$ cat config.mk
export PLATFORM = sky130hd
export DESIGN_NAME = fp_divider
export DESIGN_NICKNAME = d
export VERILOG_FILES = /design/src/rtl/fp_divider.sv
export SDC_FILE = /design/constraint.sdc
export NUM_CORES = 1
export LEC_CHECK = 0
export ABC_AREA = 0
export CORE_ASPECT_RATIO = 1.4
export CORE_MARGIN = 2
export CORE_UTILIZATION = 55
export DETAILED_ROUTE_END_ITERATION = 10
export PLACE_DENSITY = 0.89
export SLEW_MARGIN = 25
export SYNTH_ARGS = -nofsm -noshare
export SYNTH_HDL_FRONTEND = slang
export SYNTH_SLANG_ARGS = --single-unit
$ cat constraint.sdc
create_clock -name clk -period 4.45 [get_ports clk]
set_input_delay 0.89 -clock clk [delete_from_list [all_inputs] [get_ports clk]]
set_output_delay 0.89 -clock clk [all_outputs]
set_load 0.05 [all_outputs]
$ cat src/rtl/fp_divider.sv
// Multi-cycle IEEE 754 divider (FDIV.S / FDIV.D). The mantissa quotient comes from a
// radix-2 restoring divider that produces one bit per cycle. Subnormal inputs are flushed to zero.
module fp_divider #(
  parameter int FLEN = 32
) (
  input  logic            clk,
  input  logic            reset_n,
  input  logic            start,
  input  logic [2:0]      rounding_mode,
  input  logic [FLEN-1:0] operand_a,
  input  logic [FLEN-1:0] operand_b,
  output logic            busy,
  output logic            done,
  output logic [FLEN-1:0] result,
  output logic            flag_nv,
  output logic            flag_dz,
  output logic            flag_of,
  output logic            flag_uf,
  output logic            flag_nx
);
  localparam int EW      = (FLEN == 64) ? 11 : 8;
  localparam int MW      = (FLEN == 64) ? 52 : 23;
  localparam int BIAS    = (1 << (EW - 1)) - 1;
  localparam int MAX_EXP = (1 << EW) - 1;
  localparam int QW      = MW + 4;
  localparam int RW      = MW + 2;
  localparam int XW      = EW + 2;
  localparam int CW      = $clog2(QW);
  localparam logic [CW-1:0]        LAST_ITER = CW'(QW - 1);
  localparam logic signed [XW-1:0] BIAS_X    = XW'(BIAS);
  localparam logic signed [XW-1:0] MAX_EXP_X = XW'(MAX_EXP);
  localparam logic signed [XW-1:0] ONE_X     = XW'(1);
  localparam logic [FLEN-1:0]      QNAN      = {1'b0, {EW{1'b1}}, 1'b1, {(MW-1){1'b0}}};

  // Handshake: start is taken only in IDLE (operands and rounding mode are latched, flags cleared);
  // busy is high from UNPACK through ROUND; done is high for exactly the one cycle spent in DONE,
  // and result/flags are valid from then until the next accepted start.
  typedef enum logic [2:0] {
    S_IDLE, S_UNPACK, S_DIVIDE, S_NORMALIZE, S_ROUND, S_DONE
  } state_t;

  state_t state, state_nxt;

  logic [FLEN-1:0]        op_a, op_b;
  logic [2:0]             rm_q;
  logic                   sign_q;
  logic signed [XW-1:0]   exp_q;
  logic [MW:0]            man_b;
  logic [RW-1:0]          rem;
  logic [QW-1:0]          quo;
  logic [CW-1:0]          iter;
  logic [MW-1:0]          mant;
  logic                   guard, rnd, sticky;

  // Operand classification of the latched operands
  logic [EW-1:0] exp_a, exp_b;
  logic [MW-1:0] frac_a, frac_b;
  logic          sign_x, a_nan, b_nan, a_snan, b_snan, a_inf, b_inf, a_zero, b_zero;
  logic signed [XW-1:0] exp_diff;

  assign exp_a    = op_a[FLEN-2:MW];
  assign exp_b    = op_b[FLEN-2:MW];
  assign frac_a   = op_a[MW-1:0];
  assign frac_b   = op_b[MW-1:0];
  assign sign_x   = op_a[FLEN-1] ^ op_b[FLEN-1];
  assign a_nan    = (&exp_a) && (|frac_a);
  assign b_nan    = (&exp_b) && (|frac_b);
  assign a_snan   = a_nan && !frac_a[MW-1];
  assign b_snan   = b_nan && !frac_b[MW-1];
  assign a_inf    = (&exp_a) && !(|frac_a);
  assign b_inf    = (&exp_b) && !(|frac_b);
  assign a_zero   = (exp_a == '0);
  assign b_zero   = (exp_b == '0);
  assign exp_diff = $signed({2'b00, exp_a}) - $signed({2'b00, exp_b}) + BIAS_X;

  logic            spec_hit, spec_nv, spec_dz;
  logic [FLEN-1:0] spec_res;

  always_comb begin
    spec_hit = 1'b1;
    spec_nv  = 1'b0;
    spec_dz  = 1'b0;
    spec_res = '0;
    if (a_snan || b_snan) begin
      spec_res = QNAN;
      spec_nv  = 1'b1;
    end else if (a_nan || b_nan) begin
      spec_res = QNAN;
    end else if ((a_zero && b_zero) || (a_inf && b_inf)) begin
      spec_res = QNAN;
      spec_nv  = 1'b1;
    end else if (a_inf) begin
      spec_res = {sign_x, {EW{1'b1}}, {MW{1'b0}}};
    end else if (b_zero) begin
      spec_res = {sign_x, {EW{1'b1}}, {MW{1'b0}}};
      spec_dz  = 1'b1;
    end else if (a_zero || b_inf) begin
      spec_res = {sign_x, {(FLEN-1){1'b0}}};
    end else begin
      spec_hit = 1'b0;
    end
  end

  // One restoring step: subtract when the remainder covers the divisor, then shift
  logic          rem_ge;
  logic [RW-1:0] rem_sub;
  assign rem_ge  = (rem >= {1'b0, man_b});
  assign rem_sub = rem_ge ? (rem - {1'b0, man_b}) : rem;

  logic                 inexact, inc, ovf_inf;
  logic [MW:0]          mant_sum;
  logic signed [XW-1:0] exp_rnd;
  logic [FLEN-1:0]      rnd_res;
  logic                 rnd_of, rnd_uf, rnd_nx;

  always_comb begin
    inexact = guard | rnd | sticky;
    inc     = 1'b0;
    ovf_inf = 1'b0;
    case (rm_q)
      3'b000:  begin inc = guard & (rnd | sticky | mant[0]); ovf_inf = 1'b1; end
      3'b010:  begin inc = sign_q & inexact;                 ovf_inf = sign_q; end
      3'b011:  begin inc = !sign_q & inexact;                ovf_inf = !sign_q; end
      3'b100:  begin inc = guard;                            ovf_inf = 1'b1; end
      default: begin inc = 1'b0;                             ovf_inf = 1'b0; end
    endcase
    mant_sum = {1'b0, mant} + {{MW{1'b0}}, inc};
    exp_rnd  = exp_q + $signed({{(XW-1){1'b0}}, mant_sum[MW]});
    rnd_of   = 1'b0;
    rnd_uf   = 1'b0;
    rnd_nx   = inexact;
    if (exp_q < ONE_X) begin
      rnd_res = {sign_q, {(FLEN-1){1'b0}}};
      rnd_uf  = 1'b1;
      rnd_nx  = 1'b1;
    end else if (exp_rnd >= MAX_EXP_X) begin
      rnd_res = ovf_inf ? {sign_q, {EW{1'b1}}, {MW{1'b0}}}
                        : {sign_q, {(EW-1){1'b1}}, 1'b0, {MW{1'b1}}};
      rnd_of  = 1'b1;
      rnd_nx  = 1'b1;
    end else begin
      rnd_res = {sign_q, exp_rnd[EW-1:0], mant_sum[MW-1:0]};
    end
  end

  always_ff @(posedge clk or negedge reset_n) begin
    if (!reset_n) state <= S_IDLE;
    else          state <= state_nxt;
  end

  always_comb begin
    state_nxt = state;
    case (state)
      S_IDLE:      if (start) state_nxt = S_UNPACK;
      S_UNPACK:    state_nxt = spec_hit ? S_DONE : S_DIVIDE;
      S_DIVIDE:    if (iter == LAST_ITER) state_nxt = S_NORMALIZE;
      S_NORMALIZE: state_nxt = S_ROUND;
      S_ROUND:     state_nxt = S_DONE;
      S_DONE:      state_nxt = S_IDLE;
      default:     state_nxt = S_IDLE;
    endcase
  end

  always_comb begin
    busy = (state != S_IDLE) && (state != S_DONE);
    done = (state == S_DONE);
  end

  always_ff @(posedge clk or negedge reset_n) begin
    if (!reset_n) begin
      op_a <= '0; op_b <= '0; rm_q <= '0; sign_q <= 1'b0; exp_q <= '0;
      man_b <= '0; rem <= '0; quo <= '0; iter <= '0; mant <= '0;
      guard <= 1'b0; rnd <= 1'b0; sticky <= 1'b0; result <= '0;
      flag_nv <= 1'b0; flag_dz <= 1'b0; flag_of <= 1'b0; flag_uf <= 1'b0; flag_nx <= 1'b0;
    end else begin
      case (state)
        S_IDLE: if (start) begin
          op_a <= operand_a; op_b <= operand_b; rm_q <= rounding_mode;
          flag_nv <= 1'b0; flag_dz <= 1'b0; flag_of <= 1'b0; flag_uf <= 1'b0; flag_nx <= 1'b0;
        end
        S_UNPACK: begin
          sign_q <= sign_x;
          exp_q  <= exp_diff;
          rem    <= {1'b0, 1'b1, frac_a};
          man_b  <= {1'b1, frac_b};
          quo    <= '0;
          iter   <= '0;
          if (spec_hit) begin
            result  <= spec_res;
            flag_nv <= spec_nv;
            flag_dz <= spec_dz;
          end
        end
        S_DIVIDE: begin
          rem  <= rem_sub << 1;
          quo  <= {quo[QW-2:0], rem_ge};
          iter <= iter + 1'b1;
        end
        // Quotient lies in [0.5, 2): a clear MSB means one extra left shift
        S_NORMALIZE: begin
          if (quo[QW-1]) begin
            mant <= quo[QW-2:3]; guard <= quo[2]; rnd <= quo[1]; sticky <= quo[0] | (|rem);
          end else begin
            mant <= quo[QW-3:2]; guard <= quo[1]; rnd <= quo[0]; sticky <= |rem;
            exp_q <= exp_q - ONE_X;
          end
        end
        S_ROUND: begin
          result  <= rnd_res;
          flag_of <= rnd_of;
          flag_uf <= rnd_uf;
          flag_nx <= rnd_nx;
        end
        default: ;
      endcase
    end
  end
endmodule

Word-level counts from Yosys, hierarchy flattened
Cells that the tools add are included.
Word-level totals
  RAM bits: 0
  register bits after elaboration: 225
  input bits: 70
  output and inout bits: 39
  latch bits: 0
  memories: 0
  bits in read-only memories: 0
  word-level logic and storage cells: 147
Cells by class
  reductions and logical operators: 40
  bitwise operators: 9
  order comparisons: 3
  equal/unequal tests: 14
  $add $sub $neg: 7
  shift-type cells: 0
  mux-type cells: 54
  multipliers: 0
  divide/modulo/power cells: 0
Operators by type and width (number)
  2-to-1 mux 32 bit: 7
  case mux 32 bit (2 select lines): 1
  2-to-1 mux 31 bit: 2
  case mux 27 bit (2 select lines): 1
  case mux 25 bit (2 select lines): 1
  2-to-1 mux 24 bit: 2
  OR reduction 23 bit: 2
  >= comparator 25 x 24 -> 1 bit: 1
  2-to-1 mux 1 bit: 25
  OR reduction 25 bit: 1
  adder 23 x 1 -> 24 bit: 1
  subtractor 24 bit: 1
  2-to-1 mux 23 bit: 1
  case mux 10 bit (2 select lines): 1
  zero test 8 bit: 2
  AND reduction 8 bit: 2
  case mux 3 bit (5 select lines): 1
  == test 3 x 2 -> 1 bit, second input constant: 4
  adder 10 x 2 -> 10 bit: 1
  adder 9 x 8 -> 10 bit, second input constant: 1
  >= comparator 10 x 9 -> 1 bit, second input constant: 1
  < comparator 10 x 2 -> 1 bit, second input constant: 1
  2-to-1 mux 10 bit: 1
  case mux 1 bit (2 select lines): 5
  24 further kinds: 61

Logic depth before layout (Yosys ltp)
Gate-level depths: netlist (run 1).
  word-level depth: 12
  gate-level depth with buffers: 19
  mapped depth without buffers: 18

Worst setup path before layout (run 1)
Ideal clock, no wire load.
  path type: reg-to-reg
  from: reg rm_q[2]
  to: reg result[23]
  arrival time: 3.750 ns
  setup time: 0.121 ns
  data required time: 4.329 ns
  buffers on the path: 1
  clock period less this slack: 3.871 ns
  cell stages (with the launch flop): 20
  setup slack: 0.579 ns
  cell sequence: dfrtp_1 -> nand2b_1 -> nor2_1 -> ha_1 -> o32ai_1 -> ha_1 -> nand4_1 -> nor2_1 -> nand2_1 -> nor3_1 -> ha_1 -> nor2b_1 -> o21ai_0 -> o21ai_0 -> a32o_1 -> a32oi_2 -> buf_4 -> inv_2 -> o211a_1 -> o22a_1
Between the ends
  longest elaborated chain between the ends: 8
  elaborated cells on any way between the ends: 14
  classes of those cells: add/sub (2); order compare (1); eq/ne (3); mux (6); reduce/logical (2)
Ends and longest elaborated chain
  from (decl): RTL line 45  | logic [2:0] rm_q;
  from (signal assigned): RTL line 178  | op_a <= operand_a; op_b <= operand_b; rm_q <= rounding_mode;
  == test 3 bit (tied with other cells): RTL line 120  | case (rm_q)
  case mux 1 bit (4 select lines): RTL line 120
  adder 23 x 1 -> 24 bit: RTL line 127  | mant_sum = {1'b0, mant} + {{MW{1'b0}}, inc};
  adder 10 x 2 -> 10 bit: RTL line 128  | exp_rnd = exp_q + $signed({{(XW-1){1'b0}}, mant_sum[MW]});
  >= comparator 10 x 9 -> 1 bit: RTL line 136  | end else if (exp_rnd >= MAX_EXP_X) begin
  2-to-1 mux 31 bit (*): RTL line 136
  2-to-1 mux 31 bit (*): RTL line 132  | if (exp_q < ONE_X) begin
  case mux 32 bit (2 select lines) (*): RTL line 176  | case (state)
  to (signal assigned): RTL line 189  | result <= spec_res;
  to (signal assigned): RTL line 209  | result <= rnd_res;
  to (decl): RTL line 14  | output logic [FLEN-1:0] result,
Mark *: on every way between the ends. The rest lies on a longest branch, timed or not.
A chain may end at the register's enable or synchronous reset.

Worst setup path in the final report (run 1)
Same ends and word-level chain as after synthesis.

==> results.ini, run 1 <==
[power]
ir_drop_mv = 0.496
p_seq_share_pct = 30.7
power_density_nw_per_um2 = 841
p_total_mw = 12.0
leakage_nw = 6.09
power.internal_mw = 6.61
switching_share_pct = 44.8
switchingPower_mw = 5.36
clock_power_share_pct = 15.2
combinationalPowerShare_pct = 54.1

[sta]
hold_viol = 0
setup_viol = 0
fin_worst_skew_ps = 9.25
fmax_mhz = 241
rsz0062_at_grt = no
worst_slew_margin_rel_pct = 38.3
worstMarginPinSlew_ps = 925
drv_slew = 0
timing.final.crit_share_pct = 93.2
tns_ps = 0
min_period_ps = 4150

[synth]
synth_xor_area_share_pct = 3.81
synthCells = 1245
synth-compound-area-share_pct = 17.4
synthAdderAreaFrac_pct = 4.54
synth_ff_type = dfrtp_1
yosysWarnings = 0
yosys.area_share.simple_pct = 14.9
synth_cell_types = 79
synth-async-reset-ratio_pct = 100
synth_edf_count = 0
ys_ff_latch = 225
synth_nets = 1358
synth_top_family_by_area = compound AO/OA/AOI/OAI gates
synth_mux_area_share_pct = 8.82
avgSynthCellArea_um2 = 9.78
synth_area_um2 = 12200
ys_seq_area_share_pct = 46.3

[drt]
wl_per_cell_um = 17.3
drt_iter0_drc = 767
routed_wl_um = 28500
via_count = 9929
first_pass_iters = 5
post-route-drc-count = 0
drtAntennaViolNets = 0
vias_per_cell = 6.04

[floorplanning]
num_rows = 64
die_area_um2 = 23400
ioPinCount = 109
die_w_um = 130
dieHeight_um = 180
core_um2 = 21800
start_util_pct = 55.9

[worst_setup_path]
start_kind = register
crit_family = compound AO/OA/AOI/OAI gates
cp.required_ps = 4840
endpoint_kind = register
path_class = reg2reg
reg2regPathDepth = 19
rr_endpoint = result[23]
r2r_start = rm_q[2]
ff2ff_setup_slack_ps = 300
worst-path-max-fanout = 23
crit_path_top_delay_cell = dfrtp_1
cp.arrival_ps = 4540
cp_cell_sequence = nand2b_1, nor2_1, ha_1, o32ai_1, ha_2, nand4_1, nor2_1, nand2_1, nor3_2, ha_1, nor2b_1, o21ai_0, o21ai_0, a32o_1, a32oi_2, buf_12, inv_2, o211a_1, o22a_1
path_buf_inv = 2
cpPeakStageDelay_ps = 400

[finish]
area_growth_pct = 17.0
fin_nets = 1446
fillerInstances = 1682
num_antenna_cells = 0
drive_gt1_share_pct = 10.3
post-route-util_pct = 65.4
layoutNonFillerInstCount = 1644

[clocking]
clk_pin_slew_ps = 60
cts-root-buf = clkbuf_16
clockBufferDepth = 3
clk_latency_ps = 510
cts_buffers = 23
clkSinkCount = 225
tritoncts = built
h-tree-depth = 1
cts_setup_buffers = 0

[status]
status = finished clean

[global_route]
grt-ovfl-total = 0
grtUsageTotal_pct = 24.6
grt_max_degree = 149
antenna_found_initial = 0
grt_first_pass_wirelength_um = 47400
grt_pass1_vias = 9909

[flow_run]
drv_cap = 0

[placement]
dp.cells = 1603
port_buffers = 108
hpwl_um = 20400
gp_congestion = 0.944

[hold_path]
hold_path_class = in2async

area by class of cell:
type                            instances  area [um^2]  area share, %
Tap cell                              297          372           2.61
Multi-Input combinational cell        903         6070           42.6
Clock buffer                           33          663           4.66
Timing Repair Buffer                  124         1250           8.79
Sequential cell                       225         5630           39.6
Clock inverter                          6         42.5          0.299
Inverter                               56          210           1.48
worst max path at each step:
| stage | from | slack (ps) | depth (start not counted) | to |
|---|---|---|---|---|
| finish | rm_q[2] | 300 | 19 | result[23] |
| global route | rm_q[2] | 50 | 19 | result[22] |
| CTS | rm_q[2] | 40 | 19 | result[22] |
| detailed placement | rm_q[2] | 40 | 19 | result[22] |
| global placement | rm_q[2] | 260 | 19 | result[22] |
| floorplan | rm_q[2] | 580 | 19 | result[23] |
per-stage QoR:
stage / setup slack (ps) / hold WS [ps] / area, um^2
final: 301 / 369 / 14200
after global routing: 47.1 / 413 / 14200
after CTS: 42.3 / 459 / 14200
after detailed placement: 42.8 / 443 / 13500
after global placement: 264 / 429 / 13500
after floorplan: 579 / 418 / 12200
cell usage after synthesis, drive strengths merged, types with 9 or more instances:
cell    count  area share, %
a22o       45            3.2
mux2       58            5.4
nand2     164            5.1
buf        26            1.4
xnor2      31            2.2
a31oi       9           0.46
nor3       19           0.91
o21ai     117            4.8
mux2i      42            3.5
clkbuf     36            1.1
nand4      20            1.0
and3       16           0.87
and2        9           0.46
nor2       69            2.2
nor2b       9           0.52
o22ai      12           0.62
dfrtp     225             46
xor2       22            1.6
nand3      28            1.2
a21oi      70            3.0
inv        56            1.7
a21o       13           0.80
nor4       23            1.2
ha         41            4.2
what timing repair did:
action	in CTS	in global routing
hold buffers	0	0
resized for setup	0	2
setup endpoints to repair	0	11
hold endpoints to repair	0	0
placed cells by master, fill, tap and decap left out, types with 5 or more instances in the layout:
master	count
o22ai_1	12
ha_1	40
clkbuf_16	23
a21o_1	13
and2_1	8
nand4_1	20
a211oi_1	7
clkbuf_1	5
mux2i_1	42
nand2_1	164
xnor2_1	31
dfrtp_1	225
nor3_1	15
a22o_1	45
clkbuf_8	5
clkdlybuf4s50_1	107
nor2_1	67
xor2_1	22
mux2_2	58
nand3_1	28
o21ai_0	112
o211ai_1	5
or3_1	6
a21oi_1	68
nor2b_1	8
a31oi_1	9
o21a_1	6
and3_1	14
buf_4	13
nor4_1	23
inv_1	55
flip-flops by register name, indices dropped and copies added (netlist names), 5 cells and up:
| name | count |
|---|---|
| exp_q | 10 |
| iter | 5 |
| man_b | 24 |
| mant | 23 |
| op_a | 32 |
| op_b | 32 |
| quo | 27 |
| rem | 25 |
| result | 32 |
routing by layer:
layer	wire, um	vias up	GRT usage, %
met3	1330	101	2.52
met2	14700	340	44.0
met4	1200	0	10.6
met1	11200	4861	29.5
met5	0	-	0
li1	-	4627	-
worst register-to-register path: stages, from the launching register on:
cell      delay (ps)
dfrtp_1          400
nand2b_1         180
nor2_1           110
ha_1             240
o32ai_1          300
ha_2             280
nand4_1          120
nor2_1           190
nand2_1          110
nor3_2           290
ha_1             330
nor2b_1          140
o21ai_0          130
o21ai_0          100
a32o_1           230
a32oi_2          270
buf_12           190
inv_2             70
o211a_1          210
o22a_1           150
power by group through the flow:
stage	Sequential [mW]	Combinational [mW]	Clock [mW]
5_1_grt	3.78	7.12	1.93
4_1_cts	3.66	6.40	1.84
2_1_floorplan	3.91	4.60	0
3_5_place_dp	3.69	6.35	0
6_report	3.68	6.47	1.82
3_3_place_gp	3.63	6.15	0
logic make-up (layout without fill, tap and decap cells):
logic type                 after synthesis  in the layout
DFF                                    225            225
buffers and inverters                  118            219
xor gates and xnor gates                53             53
adders and majority gates               43             43
muxes                                  100            100
and+or+nand+nor                        381            381
AOI/OAI and AO/OA                      325            326
No activity file was read; power rests on OpenSTA's default activity.
==> run 2: changes to the inputs <==
Settings changed: CTS_CLUSTER_SIZE from default to 30.
==> results of run 2 <==
Same layout as run 1: the final DEF is identical, and so are final timing and power.
